**src/rtl/fp_operand_normalizer.sv**
```systemverilog
// Converts a pair of signed 32-bit integers into IEEE-754 singles, one operand at a time.
// Optional build macro FP_ROUND_NEAREST_EN selects round-to-nearest-even; otherwise truncate.
//
// state | meaning
// IDLE  | waiting for an operand pair, in_ready high
// LOAD  | take sign and magnitude of the selected operand
// NORM  | left-shift magnitude until bit 31 is set
// ROUND | extract mantissa, apply optional rounding
// PACK  | assemble result, store to A or B slot
// OUT   | present result pair until downstream accepts
module fp_operand_normalizer #(
  parameter int SHIFT_STEP = 1
) (
  input  logic        clk,
  input  logic        rst_n,
  input  logic        in_valid,
  output logic        in_ready,
  input  logic [31:0] int_a,
  input  logic [31:0] int_b,
  input  logic        op_in,
  output logic        out_valid,
  input  logic        out_ready,
  output logic [31:0] operand_normalized_ieee_a,
  output logic [31:0] operand_normalized_ieee_b,
  output logic        op
);

  typedef enum logic [2:0] {IDLE, LOAD, NORM, ROUND, PACK, OUT} state_t;

  // 158 = 127 + 31: exponent of a magnitude whose leading one sits in bit 31
  localparam logic [7:0] EXP_TOP = 8'd158;
  localparam logic [7:0] STEP    = 8'(SHIFT_STEP);

  state_t      state_q;
  logic        sel_q;
  logic        sign_q;
  logic        in_ready_q;
  logic        out_valid_q;
  logic        op_q;
  logic [31:0] a_q;
  logic [31:0] b_q;
  logic [31:0] mag_q;
  logic [31:0] res_a_q;
  logic [31:0] res_b_q;
  logic [7:0]  exp_q;
  logic [22:0] mant_q;

  logic [31:0] src_d;
  logic [31:0] mag_d;
  logic        step_zero_d;
  logic        round_up_d;
  logic [23:0] mant_d;
  logic [31:0] result_d;

  assign src_d       = sel_q ? b_q : a_q;
  // Negating 0x80000000 wraps back to itself, which is the correct unsigned magnitude
  assign mag_d       = src_d[31] ? (~src_d + 32'd1) : src_d;
  assign step_zero_d = (mag_q[31 -: SHIFT_STEP] == '0);
  assign mant_d      = {1'b0, mag_q[30:8]} + {23'd0, round_up_d};
  assign result_d    = {sign_q, exp_q, mant_q};

`ifdef FP_ROUND_NEAREST_EN
  logic guard_d;
  logic sticky_d;
  assign guard_d    = mag_q[7];
  assign sticky_d   = |mag_q[6:0];
  assign round_up_d = guard_d & (sticky_d | mag_q[8]);
`else
  assign round_up_d = 1'b0;
`endif

  always_ff @(posedge clk or negedge rst_n) begin
    if (!rst_n) begin
      state_q     <= IDLE;
      sel_q       <= 1'b0;
      sign_q      <= 1'b0;
      in_ready_q  <= 1'b1;
      out_valid_q <= 1'b0;
      op_q        <= 1'b0;
      a_q         <= '0;
      b_q         <= '0;
      mag_q       <= '0;
      res_a_q     <= '0;
      res_b_q     <= '0;
      exp_q       <= '0;
      mant_q      <= '0;
    end else begin
      case (state_q)
        IDLE: begin
          if (in_valid) begin
            a_q        <= int_a;
            b_q        <= int_b;
            op_q       <= op_in;
            sel_q      <= 1'b0;
            in_ready_q <= 1'b0;
            state_q    <= LOAD;
          end
        end
        LOAD: begin
          mag_q  <= mag_d;
          mant_q <= '0;
          if (mag_d == '0) begin
            sign_q  <= 1'b0;
            exp_q   <= '0;
            state_q <= PACK;
          end else begin
            sign_q  <= src_d[31];
            exp_q   <= EXP_TOP;
            state_q <= NORM;
          end
        end
        NORM: begin
          if (mag_q[31]) begin
            state_q <= ROUND;
          end else if (step_zero_d) begin
            mag_q <= mag_q << SHIFT_STEP;
            exp_q <= exp_q - STEP;
          end else begin
            mag_q <= mag_q << 1;
            exp_q <= exp_q - 8'd1;
          end
        end
        ROUND: begin
          if (mant_d[23]) begin
            mant_q <= '0;
            exp_q  <= exp_q + 8'd1;
          end else begin
            mant_q <= mant_d[22:0];
          end
          state_q <= PACK;
        end
        PACK: begin
          if (!sel_q) begin
            res_a_q <= result_d;
            sel_q   <= 1'b1;
            state_q <= LOAD;
          end else begin
            res_b_q     <= result_d;
            out_valid_q <= 1'b1;
            state_q     <= OUT;
          end
        end
        OUT: begin
          if (out_ready) begin
            out_valid_q <= 1'b0;
            in_ready_q  <= 1'b1;
            state_q     <= IDLE;
          end
        end
        default: begin
          state_q     <= IDLE;
          in_ready_q  <= 1'b1;
          out_valid_q <= 1'b0;
        end
      endcase
    end
  end

  assign in_ready                  = in_ready_q;
  assign out_valid                 = out_valid_q;
  assign operand_normalized_ieee_a = res_a_q;
  assign operand_normalized_ieee_b = res_b_q;
  assign op                        = op_q;

endmodule

```
**config.mk**
```make
export PLATFORM = sky130hd
export DESIGN_NAME = fp_operand_normalizer
export DESIGN_NICKNAME = d
export VERILOG_FILES = /design/src/rtl/fp_operand_normalizer.sv
export SDC_FILE = /design/constraint.sdc
export NUM_CORES = 1
export LEC_CHECK = 0
export ABC_AREA = 1
export CAP_MARGIN = 10
export CORE_ASPECT_RATIO = 0.8
export CORE_MARGIN = 2
export CORE_UTILIZATION = 59
export CTS_BUF_LIST = sky130_fd_sc_hd__clkbuf_16
export CTS_CLUSTER_SIZE = 40
export DETAILED_ROUTE_END_ITERATION = 6
export MAX_ROUTING_LAYER = met4
export PLACE_DENSITY = 0.85
export SLEW_MARGIN = 40
export SYNTH_ARGS = -nofsm -noshare
export SYNTH_HDL_FRONTEND = slang
export SYNTH_SLANG_ARGS = --single-unit
```
**constraint.sdc**
```tcl
create_clock -name clk -period 4.2 [get_ports clk]
set_input_delay 0.63 -clock clk [delete_from_list [all_inputs] [get_ports clk]]
set_output_delay 0.63 -clock clk [all_outputs]
set_load 0.05 [all_outputs]
```
Word-level counts from Yosys, hierarchy flattened:

Index checks and enable logic that the tools add are counted.

* word-level logic and storage cells: 67
* bits in registers: 199

* $add $sub $neg: 2
* mux-type cells: 22
* reduce and logical (&&, ||, !) cells: 15
* bitwise gates (word level): 4
* equality and inequality tests: 10

Operators with widths (number)
* $mux 32: 3
* $pmux 32 s2: 1
* $pmux 23 s2: 1
* $add 32x1->32 const B: 1
* $logic_not 32->1: 1
* $not 32->32: 1
* $pmux 3 s6: 1
* $mux 8: 2
* $pmux 8 s2: 1
* $mux 3: 5
* $ne 2x2->1 const B: 5
* $reduce_and 2->1: 5
* $reduce_and 3->1: 3
* $reduce_or 4->1: 2
* $sub 8x1->8 const B: 1
* $eq 3x2->1 const B: 2
* $eq 3x3->1 const B: 2
* $pmux 1 s3: 2
* $reduce_bool 2->1: 3
* $mux 1: 5
* $eq 3x1->1 const B: 1
* $logic_not 3->1: 1
* $not 1->1: 3
* $pmux 1 s2: 1

Longest topological paths before layout:

Gate-level depths: netlist of the first run.

* depth after elaboration: 7
* mapped depth: 21

Worst setup path after synthesis of the first run:

OpenSTA, ideal clock, no wires.

* kind: register -> register
* start point: reg sel_q
* end point: reg exp_q[1]
* library setup time: 0.120 ns
* required time: 4.080 ns
* path buffers: 2
* period minus slack after synthesis: 2.326 ns
* arrival time: 2.207 ns
* setup slack: 1.874 ns
* cell stages (with the launch flop): 19
* cell sequence: dfrtp_1 buf_6 inv_6 buf_6 nand2_1 nand2_2 ha_1 nand3_1 nor2_2 nand2_2 nor2_2 nand4_1 nand2_1 xor2_1 nand2_1 nor2_4 nand2_2 nand2_4 a21oi_2

* cells in the longest elaborated chain, start to end: 7

Ends and longest elaborated chain
* start: declaration: RTL line 35 `logic sel_q;`
* start signal: assignment: RTL line 75 `sel_q <= 1'b0;`
* start signal: assignment: RTL line 94 `sel_q <= 1'b0;`
* start signal: assignment: RTL line 135 `sel_q <= 1'b1;`
* $mux 32 (*): RTL line 55 `assign src_d = sel_q ? b_q : a_q;`
* $not 32->32: RTL line 57 `assign mag_d = src_d[31] ? (~src_d + 32'd1) : src_d;`
* $add 32x1->32: RTL line 57
* $mux 32 (*): RTL line 57
* $logic_not 32->1 (*): RTL line 102 `if (mag_d == '0) begin`
* $mux 8 (*): RTL line 102
* $pmux 8 s2 (*): RTL line 88 `case (state_q)`
* end signal: assignment: RTL line 117 `exp_q <= exp_q - STEP;`
* end signal: assignment: RTL line 120 `exp_q <= exp_q - 8'd1;`
* end signal: assignment: RTL line 126 `exp_q <= exp_q + 8'd1;`
* end: declaration: RTL line 45 `logic [7:0] exp_q;`

Mark *: on every way between the ends. The rest lies on a longest branch, timed or not.
A chain may end at the register's enable or synchronous reset.

Worst setup path in the final report of the first run:

* start point: reg sel_q
* end point: reg exp_q[7]

Same word-level chain as after synthesis.

==> reports/results.tsv, run 1 <==
stage	metric	value	unit
placed_design	PortBufs	135	
worst_setup_path	Worst Setup Path Type	register to register	
global_route	met3 usage	0.0537	
sta	final worst-path cycle share	0.774	
global_route	first-pass GRT wire length	41500	um
sta	unrepaired setup endpoints after global routing	no	
worst_setup_path	worst path cell trace	inv_6 -> nand2_1 -> nand2_2 -> ha_1 -> nand3_1 -> nor2_2 -> nand2_2 -> nor2_2 -> nand4_1 -> nand2_1 -> xor2_1 -> nand2_1 -> nor2_4 -> nand2_2 -> nand2_4 -> a21oi_2	
global_route	vias in the first global route	8349	
clocking	Post-CTS Hold Fix Bufs	0	
cells_and_area	Synth-to-Final Area Change	21.4	%
routing	vias	8674	
clocking	clk_lat worst skew	440	ps
cells_and_area	ANT cells	0	
clocking	Post-CTS Resized	0	
clocking	number of buffers created by CTS	17	
synthesis	Post-Synthesis Cells	1241	
floorplan	Die Wd	147	um
power_and_ir_drop	Leakage	5.63	nW
flow_run	Max Cap Violations	0	
synthesis	Syn Nets	1313	
routing	wire per inst	15.9	um
sta	Hold Slack	63.7	ps
power_and_ir_drop	Sw Pwr	5.38	mW
floorplan	core area	0.0160	sq mm
floorplan	Chip Height	119	um
global_route	initial antenna violation count	0	
sta	fmax	307	MHz
power_and_ir_drop	Net Sw Frac	0.503	
worst_setup_path	highest cell delay on the worst timing path	670	ps
clocking	CTS tree	yes	
power_and_ir_drop	worst vdd ir	464	uV
worst_setup_path	Buffers & Inverters on Critical Path	1	
placed_design	post-DP HPWL	17700	um
synthesis	Most used DFF post-synth	dfrtp_1	
clocking	Clock Sinks	199	
clocking	clk slew on worst S/H paths	80	ps
power_and_ir_drop	Clk pwr share	0.158	
worst_setup_path	endpoint class of the critical path	register	
power_and_ir_drop	Sequential Power Share	0.301	
synthesis	Yosys warning count	0	
global_route	GR peak layer	met2	
cells_and_area	Final Non-Filler Cells	1576	
synthesis	count of flip-flops with a built-in enable after synthesis	0	
worst_setup_path	delay-heaviest family, CP	simple AND/OR/NAND/NOR gates	
global_route	Global Route Usage Sum	0.306	
run_status	status	completed	
worst_setup_path	critical path arrival	3580	ps
sta	Worst-Margin Slew	779	ps
floorplan	row count	41	
worst_setup_path	Req. time, crit path	4530	ps
placed_design	dpl cells	1543	
power_and_ir_drop	Gate power share	0.542	
synthesis	Post-Syn Area	0.00970	sq mm
sta	slew margin rel.	0.480	
routing	1st-iter DRT viols	812	
worst_hold_path	Hold WC Path Type	input port to async pin	
global_route	Overflow after GRT	0	
synthesis	register area share after synthesis	0.513	
clocking	H-tree depth reported by CTS	4	
cells_and_area	Final #Nets	1420	
routing	Final ANT Viol Nets	0	
worst_setup_path	critical path peak fanout	40	
global_route	largest net degree at the start of global routing	111	
sta	Tmin final	3250	ps
cells_and_area	share of cells above drive strength 1	0.0771	
sta	final setup violating endpoints	0	
synthesis	Synth cell types	38	
power_and_ir_drop	internal power	5.31	mW
routing	DR vias/cell	5.50	
placed_design	Post-DP Area	0.0111	sq mm
clocking	Post-CTS Setup Repair Bufs	0	
global_route	routing usage on met2	0.473	
sta	final setup skew	11.8	ps
power_and_ir_drop	PwrDens	907	mW/mm^2
floorplan	IO Pins	136	
routing	routed wire length	25100	um
sta	final hold vios	0	
clocking	Max Buffers Root-to-Sink	2	
routing	DRC Markers	0	
floorplan	Initial Util	0.608	
synthesis	share of synthesized registers carrying an async set or reset	1.00	
synthesis	FF+latch count, synth	199	
floorplan	die area	0.0175	sq mm
worst_setup_path	Crit-path slowest cell	dfrtp_2	
cells_and_area	post-route cell area	0.0118	sq mm
routing	1st-pass router iterations	5	
global_route	met1 GRT Util	0.418	
clocking	Root Driver	clkbuf_16	
sta	setup TNS	0	ps
sta	Slew Viols, Final	0	
placed_design	routability cong.	1.02	
synthesis	syn avg cell area	7.82	sq um
worst_setup_path	CP startpoint kind	register	
[layer usage]
layer  up-vias  wire length [um]  share of wire
li1       4152                 -              -
met1      4148             11400           0.45
met2       321             11600           0.46
met3        53              1600          0.064
met4         0               502          0.020
met5         -                 0              0
[cell families (layout without fill, tap and decap cells)]
| kind of cell | count (synthesis) | count (layout) | synth area share |
|---|---|---|---|
| adder cells (fa/ha/maj) | 3 | 3 | 0.00387 |
| flip-flops | 199 | 199 | 0.513 |
| XOR/XNOR | 3 | 3 | 0.00271 |
| AO/OA/AOI/OAI | 226 | 226 | 0.134 |
| buffers and inverters | 214 | 334 | 0.0915 |
| AND/OR/NAND/NOR | 596 | 596 | 0.255 |
[layout by cell type (no fill, tap or decap), drive strengths merged, types with 2 or more instances in the layout]
| master | instances |
|---|---|
| nand2 | 448 |
| dfrtp | 198 |
| inv | 163 |
| o21ai | 157 |
| clkdlybuf4s50 | 134 |
| nor2 | 75 |
| nand3 | 55 |
| o221ai | 23 |
| o22ai | 22 |
| clkbuf | 17 |
| a21oi | 15 |
| buf | 12 |
| clkinv | 7 |
| nand4 | 6 |
| a22oi | 5 |
| nor3 | 4 |
| xor2 | 3 |
| nand3b | 3 |
| ha | 3 |
| nor4 | 2 |
| o31ai | 2 |
[path summary, 6_finish.rpt]
path / from / endpoint / slack, ps / depth (start not counted)
worst max-delay path: sel_q$_DFFE_PN0P_ / exp_q[7]$_DFFE_PN0P_ / 950 / 16
worst min-delay path: rst_n / a_q[22]$_DFFE_PN0P_ / 60 / 1
worst max register to register: sel_q$_DFFE_PN0P_ / exp_q[7]$_DFFE_PN0P_ / 950 / 16
worst min register to register: mag_q[8]$_DFFE_PN0P_ / mag_q[9]$_DFFE_PN0P_ / 480 / 2
max in group asynchronous: rst_n / in_ready$_DFFE_PN1P_ / 2960 / 3
min in group clk: mag_q[8]$_DFFE_PN0P_ / mag_q[9]$_DFFE_PN0P_ / 480 / 2
[metrics by stage]
step	total power, mW	util	setup WS [ps]
2_1_floorplan	7.31	-	1870
3_3_place_gp	8.80	0.697	1130
3_5_place_dp	8.90	0.697	1040
4_1_cts	10.6	0.736	1010
5_1_grt	11.4	0.738	723
6_report	10.7	0.738	948
[power by group through the flow]
stage	sequential [mW]	combinational (mW)	clock (mW)
floorplan	3.90	3.41	0
global placement	3.19	5.61	0
detailed placement	3.22	5.68	0
CTS	3.20	5.75	1.69
global route	3.30	6.36	1.78
finish	3.21	5.79	1.69
[registers in the layout, indices dropped and copies added (netlist names)]
name                       flops
a_q                           32
b_q                           32
mag_q                         32
operand_normalized_ieee_a     32
operand_normalized_ieee_b     32
mant_q                        23
exp_q                          8
state_q                        3
in_ready                       1
op                             1
out_valid                      1
sel_q                          1
sign_q                         1
[worst register-to-register path: cells and delay by family (launching register included)]
kind	cells	cell delay, ps
compound gates	1	70
xor+xnor	1	290
fa+ha+maj	1	210
buf+inv	1	380
flops	1	670
simple gates	12	1500
[synthesized netlist by cell type (10+ instances only)]
master / count / area share
o22ai_1: 22 / 0.014
o221ai_1: 23 / 0.021
nand3_1: 54 / 0.028
nor2_2: 10 / 0.0064
a21oi_1: 10 / 0.0052
nand2_1: 426 / 0.16
nand2_2: 21 / 0.014
inv_1: 146 / 0.056
clkbuf_1: 37 / 0.014
dfrtp_1: 198 / 0.51
nor2_1: 61 / 0.024
o21ai_0: 146 / 0.075
[cell type report]
class / count / area [sq um]
Sequential cell: 199 / 4980
Clock inverter: 15 / 195
Timing Repair Buffer: 146 / 1470
Multi-Input combinational cell: 828 / 3840
Inverter: 156 / 593
Tap cell: 215 / 269
Clock buffer: 17 / 425
Fill cell: 1187 / 4180
No activity file was read; power rests on OpenSTA's default activity.
==> run 2, diff against run 1 <==
- CORE_UTILIZATION: 59 -> 50
- PLACE_DENSITY: 0.85 -> 0.77
- clock period: 4.2 -> 2.9 ns (I/O delays scaled with it)
==> reports/results.tsv, run 2 (synthesized netlist as in run 1, its figures left out) <==
stage	metric	value	unit	change
run_status	status	completed		
sta	final setup skew	12.1	ps	+0.258 ps
clocking	Max Buffers Root-to-Sink	2		unchanged
floorplan	Initial Util	0.511		-0.0968
worst_setup_path	reg2reg end	exp_q[4]$_DFFE_PN0P_		
sta	Tmin final	2670	ps	-586 ps
routing	vias	8411		-3.0%
worst_hold_path	hold path depth	2		
power_and_ir_drop	Pwr Total	15.5	mW	+45%
worst_hold_path	Hold WC Path Type	register to register		
global_route	first-pass GRT wire length	40900	um	-1.4%
cells_and_area	share of cells above drive strength 1	0.0876		+0.0105
routing	1st-pass router iterations	5		unchanged
power_and_ir_drop	Clk pwr share	0.147		-0.011
placed_design	Post-DP Area	0.0114	sq mm	+2.4%
placed_design	post-DP HPWL	18000	um	+1.7%
clocking	clk_lat worst skew	430	ps	about the same
floorplan	IO Pins	136		unchanged
global_route	routing usage on met2	0.384		-0.0897
global_route	met1 GRT Util	0.367		-0.0510
placed_design	routability cong.	0.976		-3.9%
clocking	Root Driver	clkbuf_16		
worst_setup_path	FF-to-FF Start	sel_q$_DFFE_PN0P_		
sta	worst setup margin	234	ps	-714 ps
routing	1st-iter DRT viols	762		-6.2%
worst_setup_path	endpoint class of the critical path	register		
cells_and_area	post-route cell area	0.0120	sq mm	+1.7%
global_route	Global Route Usage Sum	0.256		-0.0503
routing	DRC Markers	0		unchanged
power_and_ir_drop	Leakage	5.72	nW	+1.6%
worst_setup_path	Worst Setup Path Type	register to register		
routing	wire per inst	15.0	um	-5.9%
clocking	number of buffers created by CTS	17		unchanged
routing	Final ANT Viol Nets	0		unchanged
cells_and_area	Final #Nets	1441		+1.5%
placed_design	dpl cells	1606		+4.1%
sta	slew margin rel.	0.478		-0.00200
worst_hold_path	Hold EP	mag_q[24]$_DFFE_PN0P_		
power_and_ir_drop	Gate power share	0.557		+0.015
floorplan	Chip Height	129	um	+8.3%
floorplan	die area	0.0205	sq mm	+17%
worst_setup_path	CP startpoint kind	register		
global_route	met3 usage	0.0429		-0.0108
power_and_ir_drop	Net Sw Frac	0.489		-0.0148
global_route	Overflow after GRT	0		unchanged
cells_and_area	ANT cells	0		unchanged
clocking	Clock Sinks	199		unchanged
cells_and_area	most frequent cells in the layout	426 x nand2_1, 197 x dfrtp_1, 147 x inv_1, 145 x o21ai_0, 134 x clkdlybuf4s50_1		
routing	routed wire length	24500	um	-2.1%
power_and_ir_drop	Sequential Power Share	0.297		-0.004
sta	final worst-path cycle share	0.919		+0.145
power_and_ir_drop	Sw Pwr	7.58	mW	+41%
clocking	CTS tree	yes		
cells_and_area	Synth-to-Final Area Change	23.4	%	
worst_setup_path	critical path arrival	2980	ps	-600 ps
global_route	vias in the first global route	8054		-3.5%
placed_design	Post-Place Setup Slack	278	ps	-766 ps
floorplan	core area	0.0190	sq mm	+19%
power_and_ir_drop	internal power	7.93	mW	+49%
worst_setup_path	Worst Reg-to-Reg Cells	17		+1
floorplan	Die Wd	160	um	+8.4%
power_and_ir_drop	worst vdd ir	752	uV	+62%
sta	Slew Viols, Final	0		unchanged
flow_run	Max Cap Violations	0		unchanged
worst_setup_path	reg2reg setup slack	230	ps	-710 ps
cells_and_area	commonest non-fill, non-tap cell in the layout	nand2_1		
cells_and_area	Final Non-Filler Cells	1639		+4.0%
placed_design	PortBufs	135		unchanged
clocking	H-tree depth reported by CTS	4		unchanged
global_route	largest net degree at the start of global routing	67		-40%
sta	Worst-Margin Slew	782	ps	+3.28 ps
routing	DR vias/cell	5.13		-6.8%
sta	final setup violating endpoints	0		unchanged
global_route	initial antenna violation count	0		unchanged
floorplan	row count	45		+9.8%
sta	fmax	375	MHz	+22%
power_and_ir_drop	PwrDens	1290	mW/mm^2	+43%
clocking	clk slew on worst S/H paths	70	ps	about the same
worst_hold_path	Hold Path Origin	mag_q[23]$_DFFE_PN0P_		
worst_setup_path	Req. time, crit path	3220	ps	-1310 ps
sta	final hold vios	0		unchanged
worst_setup_path	critical path peak fanout	12		-70%
global_route	GR peak layer	met2		
run 2: worst max path at each step:
stage,from,end
3_5_place_dp,sel_q$_DFFE_PN0P_,sign_q$_DFFE_PN0P_
3_3_place_gp,sel_q$_DFFE_PN0P_,exp_q[4]$_DFFE_PN0P_
6_report,sel_q$_DFFE_PN0P_,exp_q[4]$_DFFE_PN0P_
5_1_grt,sel_q$_DFFE_PN0P_,sign_q$_DFFE_PN0P_
2_1_floorplan,sel_q$_DFFE_PN0P_,exp_q[1]$_DFFE_PN0P_
4_1_cts,sel_q$_DFFE_PN0P_,exp_q[4]$_DFFE_PN0P_
run 2: layout make-up:
type / count / area, sq um
well taps: 258 / 323
clock inverters: 14 / 136
repair buffers: 167 / 1670
clock buffers: 17 / 425
fillers: 1703 / 7000
multi-input cells: 828 / 3840
flip-flops and latches: 199 / 4980
inverters: 156 / 593
run 2: timing repair:
item,in CTS,in global routing
resized for setup,0,3
endpoints found under the hold margin,48,0
endpoints found under the setup margin,0,7
setup buffers,0,1
hold buffers,1,0
run 2: power by group through the flow:
stage / logic (mW) / registers [mW] / clock network [mW]
floorplan: 4.94 / 5.65 / 0
global placement: 8.44 / 4.59 / 0
detailed placement: 8.55 / 4.62 / 0
CTS: 8.60 / 4.59 / 2.32
global route: 9.58 / 4.72 / 2.44
finish: 8.63 / 4.60 / 2.28
run 2: worst max-delay path, stage by stage, from the launching register on:
cell     delay (ps)
dfrtp_2         490
inv_6           130
nand2_1          90
nand2_2         100
ha_2            230
nand3_1         140
nor2_1          240
nand3_1         170
nand2_2         150
nand3_1          80
nand2_1         110
nand2_1          70
nor2_2          100
nand2_2          80
nor2_4           90
nand2_2          90
nand2_4         110
a21oi_2          70
run 2: stage by stage:
stage / setup TNS, ps / util / hold WS [ps]
global route: -24.8 / 0.631 / 506
floorplan: 0 / - / 139
finish: 0 / 0.631 / 486
global placement: 0 / 0.600 / 412
detailed placement: 0 / 0.600 / 412
CTS: 0 / 0.631 / 486
run 2: layer usage:
| layer | up-vias | routed length, um |
|---|---|---|
| met2 | 227 | 11000 |
| li1 | 4189 | - |
| met1 | 3979 | 12100 |
| met5 | - | 0 |
| met4 | 0 | 202 |
| met3 | 16 | 1240 |
==> run 3, diff against run 2 <==
- clock period: 2.9 -> 2.2 ns (I/O delays scaled with it)
==> reports/results.tsv, run 3 (synthesized netlist as in run 1, its figures left out) <==
stage	metric	value	unit	change
run_status	status	finished, violations left		
run_status	failing checks	negative setup slack		
worst_setup_path	Worst Setup Path Type	register to register		
sta	final setup skew	10.2	ps	-1.89 ps
cells_and_area	ANT cells	0		unchanged
placed_design	routability cong.	0.973		-0.35%
global_route	Overflow after GRT	0		unchanged
sta	final worst-path cycle share	1.17		+0.246
sta	Slew Viols, Final	0		unchanged
routing	1st-pass router iterations	5		unchanged
worst_setup_path	FF-to-FF Start	sel_q$_DFFE_PN0P_		
worst_hold_path	Hold WC Path Type	input port to async pin		
power_and_ir_drop	Pwr Total	24.2	mW	+56%
sta	final hold vios	0		unchanged
floorplan	Chip Height	129	um	unchanged
routing	1st-iter DRT viols	694		-8.9%
sta	slew margin rel.	0.635		+0.157
routing	DRC Markers	0		unchanged
cells_and_area	Synth-to-Final Area Change	38.0	%	
worst_setup_path	critical path peak fanout	5		-7
cells_and_area	commonest non-fill, non-tap cell in the layout	nand2_1		
cells_and_area	share of cells above drive strength 1	0.210		+0.123
worst_setup_path	Worst Reg-to-Reg Cells	20		+3
sta	final setup violating endpoints	11		+11
clocking	Clock Sinks	199		unchanged
floorplan	Initial Util	0.511		unchanged
global_route	largest net degree at the start of global routing	66		-1.5%
routing	Final ANT Viol Nets	0		unchanged
routing	wire per inst	15.2	um	+1.5%
worst_setup_path	Req. time, crit path	2530	ps	-690 ps
clocking	clk_lat worst skew	450	ps	+20 ps
routing	vias	9188		+9.2%
cells_and_area	most frequent cells in the layout	394 x nand2_1, 197 x dfrtp_1, 145 x inv_1, 140 x buf_4, 139 x o21ai_0		
flow_run	Max Cap Violations	0		unchanged
cells_and_area	Final Util	0.706		+0.0743
floorplan	die area	0.0205	sq mm	unchanged
sta	setup TNS	-2770	ps	-2770 ps
cells_and_area	Final #Nets	1567		+8.7%
floorplan	row count	45		unchanged
routing	DR vias/cell	5.20		+1.4%
power_and_ir_drop	PwrDens	1810	mW/mm^2	+40%
clocking	CTS tree	yes		
worst_setup_path	reg2reg setup slack	-360	ps	-600 ps
clocking	Root Driver	clkbuf_16		
power_and_ir_drop	Leakage	6.43	nW	+12%
worst_setup_path	critical path arrival	2900	ps	-80 ps
floorplan	IO Pins	136		unchanged
sta	fmax	390	MHz	+4.0%
worst_setup_path	reg2reg end	exp_q[7]$_DFFE_PN0P_		
global_route	initial antenna violation count	0		unchanged
placed_design	PortBufs	135		unchanged
placed_design	post-DP HPWL	19200	um	+6.8%
power_and_ir_drop	worst vdd ir	980	uV	+30%
worst_setup_path	endpoint class of the critical path	register		
clocking	clk slew on worst S/H paths	80	ps	about the same
floorplan	Die Wd	160	um	unchanged
sta	Tmin final	2560	ps	-103 ps
global_route	vias in the first global route	8924		+11%
clocking	number of buffers created by CTS	17		unchanged
sta	worst setup margin	-363	ps	-597 ps
clocking	Max Buffers Root-to-Sink	2		unchanged
global_route	Global Route Usage Sum	0.275		+0.0198
global_route	first-pass GRT wire length	44100	um	+7.8%
sta	Hold Slack	378	ps	-109 ps
worst_setup_path	CP startpoint kind	register		
routing	routed wire length	26800	um	+9.3%
floorplan	core area	0.0190	sq mm	unchanged
sta	Worst-Margin Slew	548	ps	-235 ps
sta	unrepaired setup endpoints after global routing	yes		
clocking	H-tree depth reported by CTS	4		unchanged
run 3: changes by cell type in the layout (fill, tap and decap cells not counted), sizes merged:
cell and delta:
buf +123, inv +7, clkinvlp -2, bufinv -1, clkbuf +1, clkinv -1
run 3: worst max path at each step:
| stage | start | end | slack [ps] | cells past startpoint |
|---|---|---|---|---|
| global route | sel_q$_DFFE_PN0P_ | exp_q[3]$_DFFE_PN0P_ | -510 | 20 |
| finish | sel_q$_DFFE_PN0P_ | exp_q[7]$_DFFE_PN0P_ | -360 | 20 |
| global placement | sel_q$_DFFE_PN0P_ | exp_q[3]$_DFFE_PN0P_ | -430 | 16 |
| CTS | sel_q$_DFFE_PN0P_ | exp_q[7]$_DFFE_PN0P_ | -300 | 20 |
| floorplan | sel_q$_DFFE_PN0P_ | exp_q[1]$_DFFE_PN0P_ | -40 | 21 |
| detailed placement | sel_q$_DFFE_PN0P_ | exp_q[4]$_DFFE_PN0P_ | -360 | 19 |
run 3: report_power, final:
group          leakage (nW)  internal, mW  switching [mW]
Combinational          3.60          6.01            8.97
Clock                 0.295          1.56            1.64
Sequential             2.53          5.26           0.778
run 3: critical path: stages, from the launching register on:
cell and delay [ps]:
dfrtp_2 450, buf_6 160, clkinv_8 80, nand2_4 60
nand2_4 70, ha_4 160, nand3_4 70, nor2_4 150
nand3_2 110, nand2_2 130, nand2_1 80, nand2_2 70
nand2_1 50, nor2_1 120, nand2_1 70, nor2_1 120
nand2_1 90, nor2_4 140, nand2_2 100, nand2_4 120
a21oi_2 70
run 3: what timing repair did:
| item | 4_1_cts | 5_1_grt |
|---|---|---|
| hold buffers | 1 | 0 |
| hold endpoints to repair | 39 | 0 |
| buffers inserted | 7 | 4 |
| pin swaps | 25 | 27 |
| resized for setup | 54 | 41 |
| cloned | 3 | 1 |
| setup endpoints to repair | 12 | 24 |
run 3: layer usage:
metal | global-route usage | vias to the layer above | routed length, um
met5 | - | - | 0
met4 | 0.0631 | 0 | 384
met3 | 0.0506 | 31 | 1530
met2 | 0.429 | 269 | 12400
met1 | 0.379 | 4422 | 12500
li1 | - | 4466 | -
run 3: per-stage QoR:
step                std cells  cell area [sq um]  setup slack [ps]
floorplan                1241               9750             -44.9
global placement         1718              12300              -429
detailed placement       1718              12300              -360
CTS                      1761              13200              -300
global route             1766              13400              -506
finish                   1766              13400              -363
run 3: cell type report:
type                    instances  area [sq um]
inverters                     156           601
multi-input cells             828          4170
repair buffers                291          2690
repair inverters                2          12.5
flip-flops and latches        199          4980
clock inverters                15           190
clock buffers                  17           425
well taps                     258           323
fillers                      1517          5590
